### config.mk
export PLATFORM = sky130hd
export DESIGN_NAME = sorting_core_flat
export DESIGN_NICKNAME = d
export VERILOG_FILES = /design/src/rtl/sorting_core_if.sv /design/src/rtl/sorting_core.sv /design/src/flat_wrapper.sv
export SDC_FILE = /design/constraint.sdc
export NUM_CORES = 1
export LEC_CHECK = 0
export CAP_MARGIN = 15
export CELL_PAD_IN_SITES_DETAIL_PLACEMENT = 0
export CELL_PAD_IN_SITES_GLOBAL_PLACEMENT = 1
export CORE_MARGIN = 3
export CORE_UTILIZATION = 35
export DETAILED_ROUTE_END_ITERATION = 10
export PLACE_DENSITY = 0.6
export SYNTH_ARGS = -nofsm -noshare
export SYNTH_HDL_FRONTEND = slang
export SYNTH_SLANG_ARGS = --single-unit
### constraint.sdc
create_clock -name clk_i -period 3.88 [get_ports clk_i]
set_clock_uncertainty 0.05 [all_clocks]
set_input_delay 0.776 -clock clk_i [delete_from_list [all_inputs] [get_ports clk_i]]
set_output_delay 0.776 -clock clk_i [all_outputs]
set_load 0.02 [all_outputs]
### src/rtl/sorting_core_if.sv
// Streaming packet port of the sorter: input beats, sorted output beats
// and the busy indication.
interface sorting_core_if #(
  parameter int DWIDTH = 8
);
  logic [DWIDTH-1:0] data_i;
  logic              sop_i;
  logic              eop_i;
  logic              val_i;
  logic [DWIDTH-1:0] data_o;
  logic              sop_o;
  logic              eop_o;
  logic              val_o;
  logic              busy_o;

  modport master (
    output data_i, sop_i, eop_i, val_i,
    input  data_o, sop_o, eop_o, val_o, busy_o
  );

  modport slave (
    input  data_i, sop_i, eop_i, val_i,
    output data_o, sop_o, eop_o, val_o, busy_o
  );
endinterface

### src/rtl/sorting_core.sv
// Packet sorter: stores one sop/eop framed packet, bubble-sorts it in
// place ascending, then replays it with the same framing.
module sorting_core #(
  parameter int DWIDTH = 8,
  parameter int AWIDTH = 3
) (
  input logic           clk_i,
  input logic           srst_i,
  sorting_core_if.slave bus
);
  localparam int DEPTH = 1 << AWIDTH;
  localparam logic [1:0] RECV = 2'd0;
  localparam logic [1:0] SORT = 2'd1;
  localparam logic [1:0] SEND = 2'd2;
  localparam logic [AWIDTH:0] N_MAX = {1'b1, {AWIDTH{1'b0}}};
  localparam logic [AWIDTH:0] ONE = {{AWIDTH{1'b0}}, 1'b1};

  logic [1:0]        state;
  logic [DWIDTH-1:0] mem [DEPTH];
  logic [AWIDTH:0]   cnt;
  logic [AWIDTH:0]   idx;
  logic              open;
  logic              swapped;
  logic [DWIDTH-1:0] data_r;
  logic              sop_r;
  logic              eop_r;
  logic              val_r;
  logic              busy_r;

  logic [AWIDTH:0]   idx_n;
  logic [DWIDTH-1:0] lo_w;
  logic [DWIDTH-1:0] hi_w;
  logic              swap;
  logic              last;

  assign idx_n = idx + ONE;
  assign lo_w  = mem[idx[AWIDTH-1:0]];
  assign hi_w  = mem[idx_n[AWIDTH-1:0]];
  assign swap  = lo_w > hi_w;
  assign last  = idx_n == (cnt - ONE);

  assign bus.data_o = data_r;
  assign bus.sop_o  = sop_r;
  assign bus.eop_o  = eop_r;
  assign bus.val_o  = val_r;
  assign bus.busy_o = busy_r;

  always_ff @(posedge clk_i or negedge srst_i) begin
    if (!srst_i) begin
      state   <= RECV;
      cnt     <= '0;
      idx     <= '0;
      open    <= 1'b0;
      swapped <= 1'b0;
      data_r  <= '0;
      sop_r   <= 1'b0;
      eop_r   <= 1'b0;
      val_r   <= 1'b0;
      busy_r  <= 1'b0;
      for (int i = 0; i < DEPTH; i++) begin
        mem[i] <= '0;
      end
    end else begin
      data_r <= '0;
      sop_r  <= 1'b0;
      eop_r  <= 1'b0;
      val_r  <= 1'b0;
      case (state)
        RECV: begin
          if (bus.val_i) begin
            unique case (1'b1)
              bus.sop_i: begin
                mem[0] <= bus.data_i;
                cnt    <= ONE;
                open   <= !bus.eop_i;
                if (bus.eop_i) begin
                  state   <= SORT;
                  busy_r  <= 1'b1;
                  idx     <= '0;
                  swapped <= 1'b0;
                end
              end
              open: begin
                // words beyond capacity are dropped, eop still closes
                if (cnt != N_MAX) begin
                  mem[cnt[AWIDTH-1:0]] <= bus.data_i;
                  cnt <= cnt + ONE;
                end
                if (bus.eop_i) begin
                  open    <= 1'b0;
                  state   <= SORT;
                  busy_r  <= 1'b1;
                  idx     <= '0;
                  swapped <= 1'b0;
                end
              end
              default: ;
            endcase
          end
        end
        SORT: begin
          if (cnt <= ONE) begin
            state <= SEND;
            idx   <= '0;
          end else begin
            if (swap) begin
              mem[idx[AWIDTH-1:0]]   <= hi_w;
              mem[idx_n[AWIDTH-1:0]] <= lo_w;
            end
            if (last) begin
              idx     <= '0;
              swapped <= 1'b0;
              // a full pass without swaps means the array is ordered
              if (!(swapped || swap)) begin
                state <= SEND;
              end
            end else begin
              idx     <= idx_n;
              swapped <= swapped || swap;
            end
          end
        end
        SEND: begin
          if (idx == cnt) begin
            busy_r <= 1'b0;
            state  <= RECV;
            cnt    <= '0;
            idx    <= '0;
          end else begin
            val_r  <= 1'b1;
            data_r <= mem[idx[AWIDTH-1:0]];
            sop_r  <= idx == '0;
            eop_r  <= idx_n == cnt;
            idx    <= idx_n;
          end
        end
        default: state <= RECV;
      endcase
    end
  end
endmodule

### src/flat_wrapper.sv
// flat-port wrapper written by rule: the top's interface ports become plain ports
module sorting_core_flat 
#(
  parameter int DWIDTH = 8,
  parameter int AWIDTH = 3
)
  (clk_i, srst_i, bus_data_i, bus_sop_i, bus_eop_i, bus_val_i, bus_data_o, bus_sop_o, bus_eop_o, bus_val_o, bus_busy_o);
  sorting_core_if #(.DWIDTH(DWIDTH)) bus_i ();
  input logic clk_i;
  input logic srst_i;
  input wire logic [$bits(bus_i.data_i)-1:0] bus_data_i;
  input wire logic [$bits(bus_i.sop_i)-1:0] bus_sop_i;
  input wire logic [$bits(bus_i.eop_i)-1:0] bus_eop_i;
  input wire logic [$bits(bus_i.val_i)-1:0] bus_val_i;
  output wire logic [$bits(bus_i.data_o)-1:0] bus_data_o;
  output wire logic [$bits(bus_i.sop_o)-1:0] bus_sop_o;
  output wire logic [$bits(bus_i.eop_o)-1:0] bus_eop_o;
  output wire logic [$bits(bus_i.val_o)-1:0] bus_val_o;
  output wire logic [$bits(bus_i.busy_o)-1:0] bus_busy_o;
  assign bus_i.data_i = bus_data_i;
  assign bus_i.sop_i = bus_sop_i;
  assign bus_i.eop_i = bus_eop_i;
  assign bus_i.val_i = bus_val_i;
  assign bus_data_o = bus_i.data_o;
  assign bus_sop_o = bus_i.sop_o;
  assign bus_eop_o = bus_i.eop_o;
  assign bus_val_o = bus_i.val_o;
  assign bus_busy_o = bus_i.busy_o;
  sorting_core #(.DWIDTH(DWIDTH), .AWIDTH(AWIDTH)) u_core (.clk_i(clk_i), .srst_i(srst_i), .bus(bus_i));
endmodule
==> flow_summary.toml, run 1 <==
[outcome]
status = "finished clean"

[hold_path]
hp-class = "input port to async pin"

[power]
ir_worst_vdd_v = 0.000280
total_power_uw = 4980
power.density_nw_per_um2 = 643
p_leak_uw = 0.00335

[yosys]
synth-edff-count = 0
synth_top_cell_by_area = "dfrtp_1"
synth_top_family_by_area = "multiplexers"
synth.mux.area_fraction_pct = 21.9
synth_cells = 657
synth-compound-area-share_pct = 19.4
yosysSeqAreaShare_pct = 33.0
avgSynthCellArea_um2 = 10.1
ys_warn_count = 0
ys_types = 75
synthArstFlopShare_pct = 100
ys.flop_type = "dfrtp_1"
synth_xor_area_share_pct = 2.35
synthSimpleGateAreaFrac_pct = 14.1
yosys.area.top_type_share_pct = 33.0
ys_seq_elements = 88
synthTopCellsByArea = "dfrtp_1, mux2_2, mux4_2, o221ai_1, nand2_1"
mappedNetlistNets = 689
netlist_area_um2 = 6670
synth-adder-area-share_pct = 3.57

[global_routing]
busiest_layer = "met2"
met2_usage_pct = 36.8
grt_max_degree = 42
grt_use_total_pct = 24.6
antenna_found_initial = 0
gr-usage-met3_pct = 3.80
grt_overflow_total = 0
grt_first_pass_wirelength_mm = 37.4
grt_use_met1_pct = 35.7
first_global_vias = 5731

[finish]
multi_input_area_um2 = 4090
n_antenna_cell = 0
drive_gt1_share_pct = 27.1
seq_area_um2 = 2200
n_fill_cell = 1754
syn2layout_area_growth_pct = 16.3
final_cell_mix = "nand2_1, dfrtp_1, mux2_2"
stdcell_count = 942
num-nets-final = 740
layout_commonest_cell = "nand2_1"

[timing]
maxSlewHeadroom_pct = 14.8
timing.hold.ws_ns = 0.364
setup_tns_ns = 0
setup_viol = 0
final-max-slew-violation-count = 0
worst_slew_pin_slew_ns = 1.27
period_minus_slack_ns = 3.79
report.final.hold_viol_count = 0
rsz0062_at_grt = "true"
timing.final.crit_share_pct = 97.7
fmax_mhz = 264
fin_ws_ns = 0.0876

[setup_path]
critical_path_class = "flip-flop to flip-flop"
cp_max_fo = 25
arrival_ns = 3.98
regToRegSetupSlack_ns = 0.09
crit_required_ns = 4.07
endpoint_kind = "flip-flop"
start_kind = "flip-flop"

[cts]
cts_repair_resize_count = 0
cts_buffers = 9
cts_tree = "built"
clockBufferDepth = 2
cts.reportedPaths.clkPinSlew_ns = 0.08
clock_latency_ns = 0.36
clock_sinks = 88
cts_root_buf = "clkbuf_16"
htreeDepth = 3

[die]
num_rows = 49
core_area_um2 = 18300
die_h_um = 144
ios = 25
die-area_um2 = 20700
die_x_um = 144
start_util_pct = 36.4

[placement]
place_inst = 925
place_congestion = 0.942
place_ws_ns = 0.0876
dp_hpwl_mm = 17.6
port_buffers = 24

[route]
ant_nets = 0
drt-total-wl_mm = 25.0
wl_per_cell_um = 26.5
dr_total_vias = 5936
drt_pre_antenna_iters = 5
via_per_inst = 6.30
drc_errors = 0
drt_iter0_drc = 687

[run]
cap_viol_max_count = 0
[flip-flops by register name, indices dropped and copies added, names as in the netlist]
register           cells
u_core.idx             4
u_core.swapped         1
u_core.cnt             4
u_core.state           2
u_core.bus.busy_o      1
u_core.open            1
u_core.bus.eop_o       1
u_core.bus.sop_o       1
u_core.bus.val_o       1
u_core.bus.data_o      8
u_core.mem            64
[Yosys cell counts (all sizes together), types with 10 or more instances]
| master | instances |
|---|---|
| mux4 | 20 |
| nand2 | 88 |
| a21oi | 16 |
| ha | 19 |
| a22o | 11 |
| inv | 29 |
| dfrtp | 88 |
| o21ai | 20 |
| nand3 | 19 |
| clkbuf | 11 |
| nor2 | 35 |
| o221ai | 41 |
| mux2i | 21 |
| nor3 | 14 |
| a22oi | 11 |
| mux2 | 63 |
| buf | 37 |
| o22ai | 10 |
| nor2b | 15 |
[final timing paths]
path	from	to	depth (start not counted)
max	u_core.idx[0]	u_core.mem[39]	15
min	srst_i	u_core.mem[14]	1
max reg2reg	u_core.idx[0]	u_core.mem[39]	15
min reg2reg	u_core.mem[12]	u_core.mem[12]	1
max in group asynchronous	srst_i	u_core.mem[39]	2
min in group clk_i	u_core.mem[12]	u_core.mem[12]	1
[repair_timing]
item                                    in CTS  in global routing
hold buffers                                 0                  0
endpoints found under the setup margin       0                  8
setup buffers                                0                  1
[logic make-up after synthesis]
group / Yosys count
AOI/OAI and AO/OA: 157
xor gates and xnor gates: 12
adders and majority gates: 19
buffers and inverters: 77
DFF: 88
muxes: 104
and+or+nand+nor: 200
[per-stage QoR]
step | instance area (um2) | utilization, %
finish | 7750 | 42.3
global route | 7750 | 42.3
CTS | 7750 | 42.3
detailed placement | 7460 | 40.7
global placement | 7460 | 40.7
floorplan | 6670 | -
[layer usage]
| layer | vias to the layer above | wire (um) |
|---|---|---|
| met5 | - | 0 |
| met4 | 0 | 1000 |
| met3 | 74 | 1970 |
| met2 | 311 | 10900 |
| met1 | 2958 | 11200 |
| li1 | 2593 | - |
[power by group]
part           total [uW]  internal [uW]  switching (uW)  leakage [uW]
sequential           1260           1090             165       0.00116
combinational        2870           1140            1730       0.00205
clock                 859            453             406      0.000131
[cell type report]
class | instances | share of cell area, %
Multi-Input combinational cell | 492 | 52.8
Sequential cell | 88 | 28.4
Timing Repair Buffer | 88 | 10.1
Tap cell | 229 | 3.69
Clock buffer | 10 | 3.08
Inverter | 29 | 1.40
Clock inverter | 6 | 0.581
[critical path, stage by stage (launching register included)]
cell and delay, ns:
dfrtp_1 0.38, buf_4 0.17, ha_1 0.23, xor2_2 0.18, buf_12 0.22, mux4_1 0.36
mux2i_4 0.18, ha_1 0.26, nor2b_1 0.13, o211ai_1 0.23, a21o_1 0.19, nand2_1 0.17
a32oi_2 0.30, buf_4 0.17, buf_4 0.11, mux2_2 0.32
Note: power is estimated with default switching activity, not from simulation.
==> run 2, diff against run 1 <==
--- a/config.mk
+++ b/config.mk
@@ -8,7 +8,6 @@
 export CAP_MARGIN = 15
 export CELL_PAD_IN_SITES_DETAIL_PLACEMENT = 0
 export CELL_PAD_IN_SITES_GLOBAL_PLACEMENT = 1
-export CORE_MARGIN = 3
 export CORE_UTILIZATION = 35
 export DETAILED_ROUTE_END_ITERATION = 10
 export PLACE_DENSITY = 0.6
==> run 2 against run 1 <==
Effect of this change:
- combinational power hardly changed
- global-route usage up 2.0 points
- power is 2.5% higher
- final cell count grew 0.32%
- register-to-register slack worse by 0.03 ns
- largest cell class unchanged
==> flow_summary.toml, run 2 (synthesis gave the netlist of run 1 again) <==
[finish]
num-nets-final = 738
syn2layout_area_growth_pct = 16.6
multi_input_area_um2 = 4100
final_cell_mix = "nand2_1, dfrtp_1, mux2_2"
post-route-util_pct = 41.5
seq_area_um2 = 2200
top_register = "u_core.mem"
n_antenna_cell = 0
drive_gt1_share_pct = 26.9
n_fill_cell = 1822
largest_reg_flops = 64

[cts]
clockBufferDepth = 2
clock_latency_ns = 0.37
clock_sinks = 88
htreeDepth = 3
post_cts_buffers = 0
cts.reportedPaths.clkPinSlew_ns = 0.06
cts_buffers = 9
cts_tree = "built"
cts_root_buf = "clkbuf_16"

[placement]
place_ws_ns = 0.0684
dp_hpwl_mm = 18.0
port_buffers = 24
place_congestion = 0.947

[route]
drt-total-wl_mm = 25.4
drt_pre_antenna_iters = 7
wl_per_cell_um = 26.8
drt_iter0_drc = 688
dr_total_vias = 5923
via_per_inst = 6.27
drc_errors = 0
ant_nets = 0

[setup_path]
crit_family = "simple AND/OR/NAND/NOR gates"
crit_required_ns = 4.07
endpoint_kind = "flip-flop"
cp_max_fo = 16
crit_chain = "inv_2 > buf_4 > nor3_1 > a32oi_1 > and4_1 > inv_2 > ha_1 > nand4_1 > nor2_1 > nor3_4 > a32o_1 > buf_4 > mux2_2"
critical_path_class = "flip-flop to flip-flop"
arrival_ns = 4.02
critical-path-max-stage-delay_ns = 0.66
cp_slowest_cell = "nor3_1"
path_buf_inv = 4
start_kind = "flip-flop"
regToRegSetupSlack_ns = 0.05
r2r_start = "u_core.idx[0]"
rr_endpoint = "u_core.mem[30]"
reg2reg_depth = 13

[hold_path]
hp-class = "flip-flop to flip-flop"
min-delay-start = "u_core.bus.busy_o"
holdPathEnd = "u_core.bus.busy_o"
hold_depth = 2

[timing]
period_minus_slack_ns = 3.83
maxSlewHeadroom_pct = 34.2
report.final.hold_viol_count = 0
timing.final.crit_share_pct = 98.6
worst_slew_pin_slew_ns = 0.987
fin_ws_ns = 0.0533
rsz0062_at_grt = "false"
final-max-slew-violation-count = 0
setup_tns_ns = 0
fmax_mhz = 261
setup_viol = 0

[global_routing]
grt_use_total_pct = 26.6
grt_first_pass_wirelength_mm = 38.1
first_global_vias = 5984
grt_max_degree = 70
antenna_found_initial = 0
grt_overflow_total = 0

[power]
ir_worst_vdd_v = 0.000300
power.density_nw_per_um2 = 658
p_leak_uw = 0.00335

[die]
num_rows = 50
die-area_um2 = 19600
die_x_um = 140
ios = 25
die_h_um = 140
core_area_um2 = 18700
start_util_pct = 35.6

[outcome]
status = "finished clean"

[run]
cap_viol_max_count = 0
==> run 2: final cells by class <==
type	count	share of cell area (%)
multi-input cells	492	52.8
flip-flops and latches	88	28.4
repair buffers	86	9.63
clock buffers	11	2.99
well taps	234	3.77
inverters	29	1.40
clock inverters	5	1.05
==> run 2: worst reg2reg max path: cells and delay by family, from the launching register on <==
family	cells	cell delay [ns]
AO/OA/AOI/OAI	2	0.52
adder cells (fa/ha/maj)	1	0.27
buffers and inverters	4	0.62
flip-flops	1	0.45
multiplexers	1	0.33
AND/OR/NAND/NOR	5	1.47
==> run 2: worst max path at each step <==
stage,start,end,slack (ns),cells after the start
global route,u_core.idx[0],u_core.mem[13],0.009,13
detailed placement,u_core.idx[0],u_core.mem[24],0.07,13
CTS,u_core.idx[0],u_core.mem[24],0.03,12
global placement,u_core.idx[0],u_core.mem[20],0.13,13
finish,u_core.idx[0],u_core.mem[30],0.05,13
floorplan,u_core.idx[0],u_core.mem[16],-0.01,15
==> run 2: metal layers <==
layer	track usage [%]	routed length, um
met3	5.03	1880
met5	0	0
met2	40.7	11400
met1	36.4	11100
met4	12.0	992
==> run 2: timing repair <==
action                                  CTS  global route
endpoints found under the setup margin    0            37
endpoints found under the hold margin     0             0
hold buffers                              0             0
gates resized for setup                   0             5
==> run 2: stage by stage <==
stage                     power, uW  instances  hold slack [ns]  area [um2]
after CTS                      5060        945            0.481        7750
after global routing           5370        945            0.493        7770
after floorplan                3030        657            0.430        6670
after detailed placement       4070        929            0.465        7440
after global placement         4070        929            0.458        7440
final                          5110        945            0.486        7770
==> run 2: power by group <==
part / internal, uW / total (uW) / switching [uW]
logic: 1120 / 2880 / 1760
registers: 1090 / 1250 / 163
clock network: 566 / 977 / 411
==> run 3, diff against run 2 <==
--- a/config.mk
+++ b/config.mk
@@ -9,6 +9,7 @@
 export CELL_PAD_IN_SITES_DETAIL_PLACEMENT = 0
 export CELL_PAD_IN_SITES_GLOBAL_PLACEMENT = 1
 export CORE_UTILIZATION = 35
+export CTS_CLUSTER_SIZE = 25
 export DETAILED_ROUTE_END_ITERATION = 10
 export PLACE_DENSITY = 0.6
 export SYNTH_ARGS = -nofsm -noshare
==> results of run 3 <==
No change in the layout: final DEF, timing and power equal those of run 2.
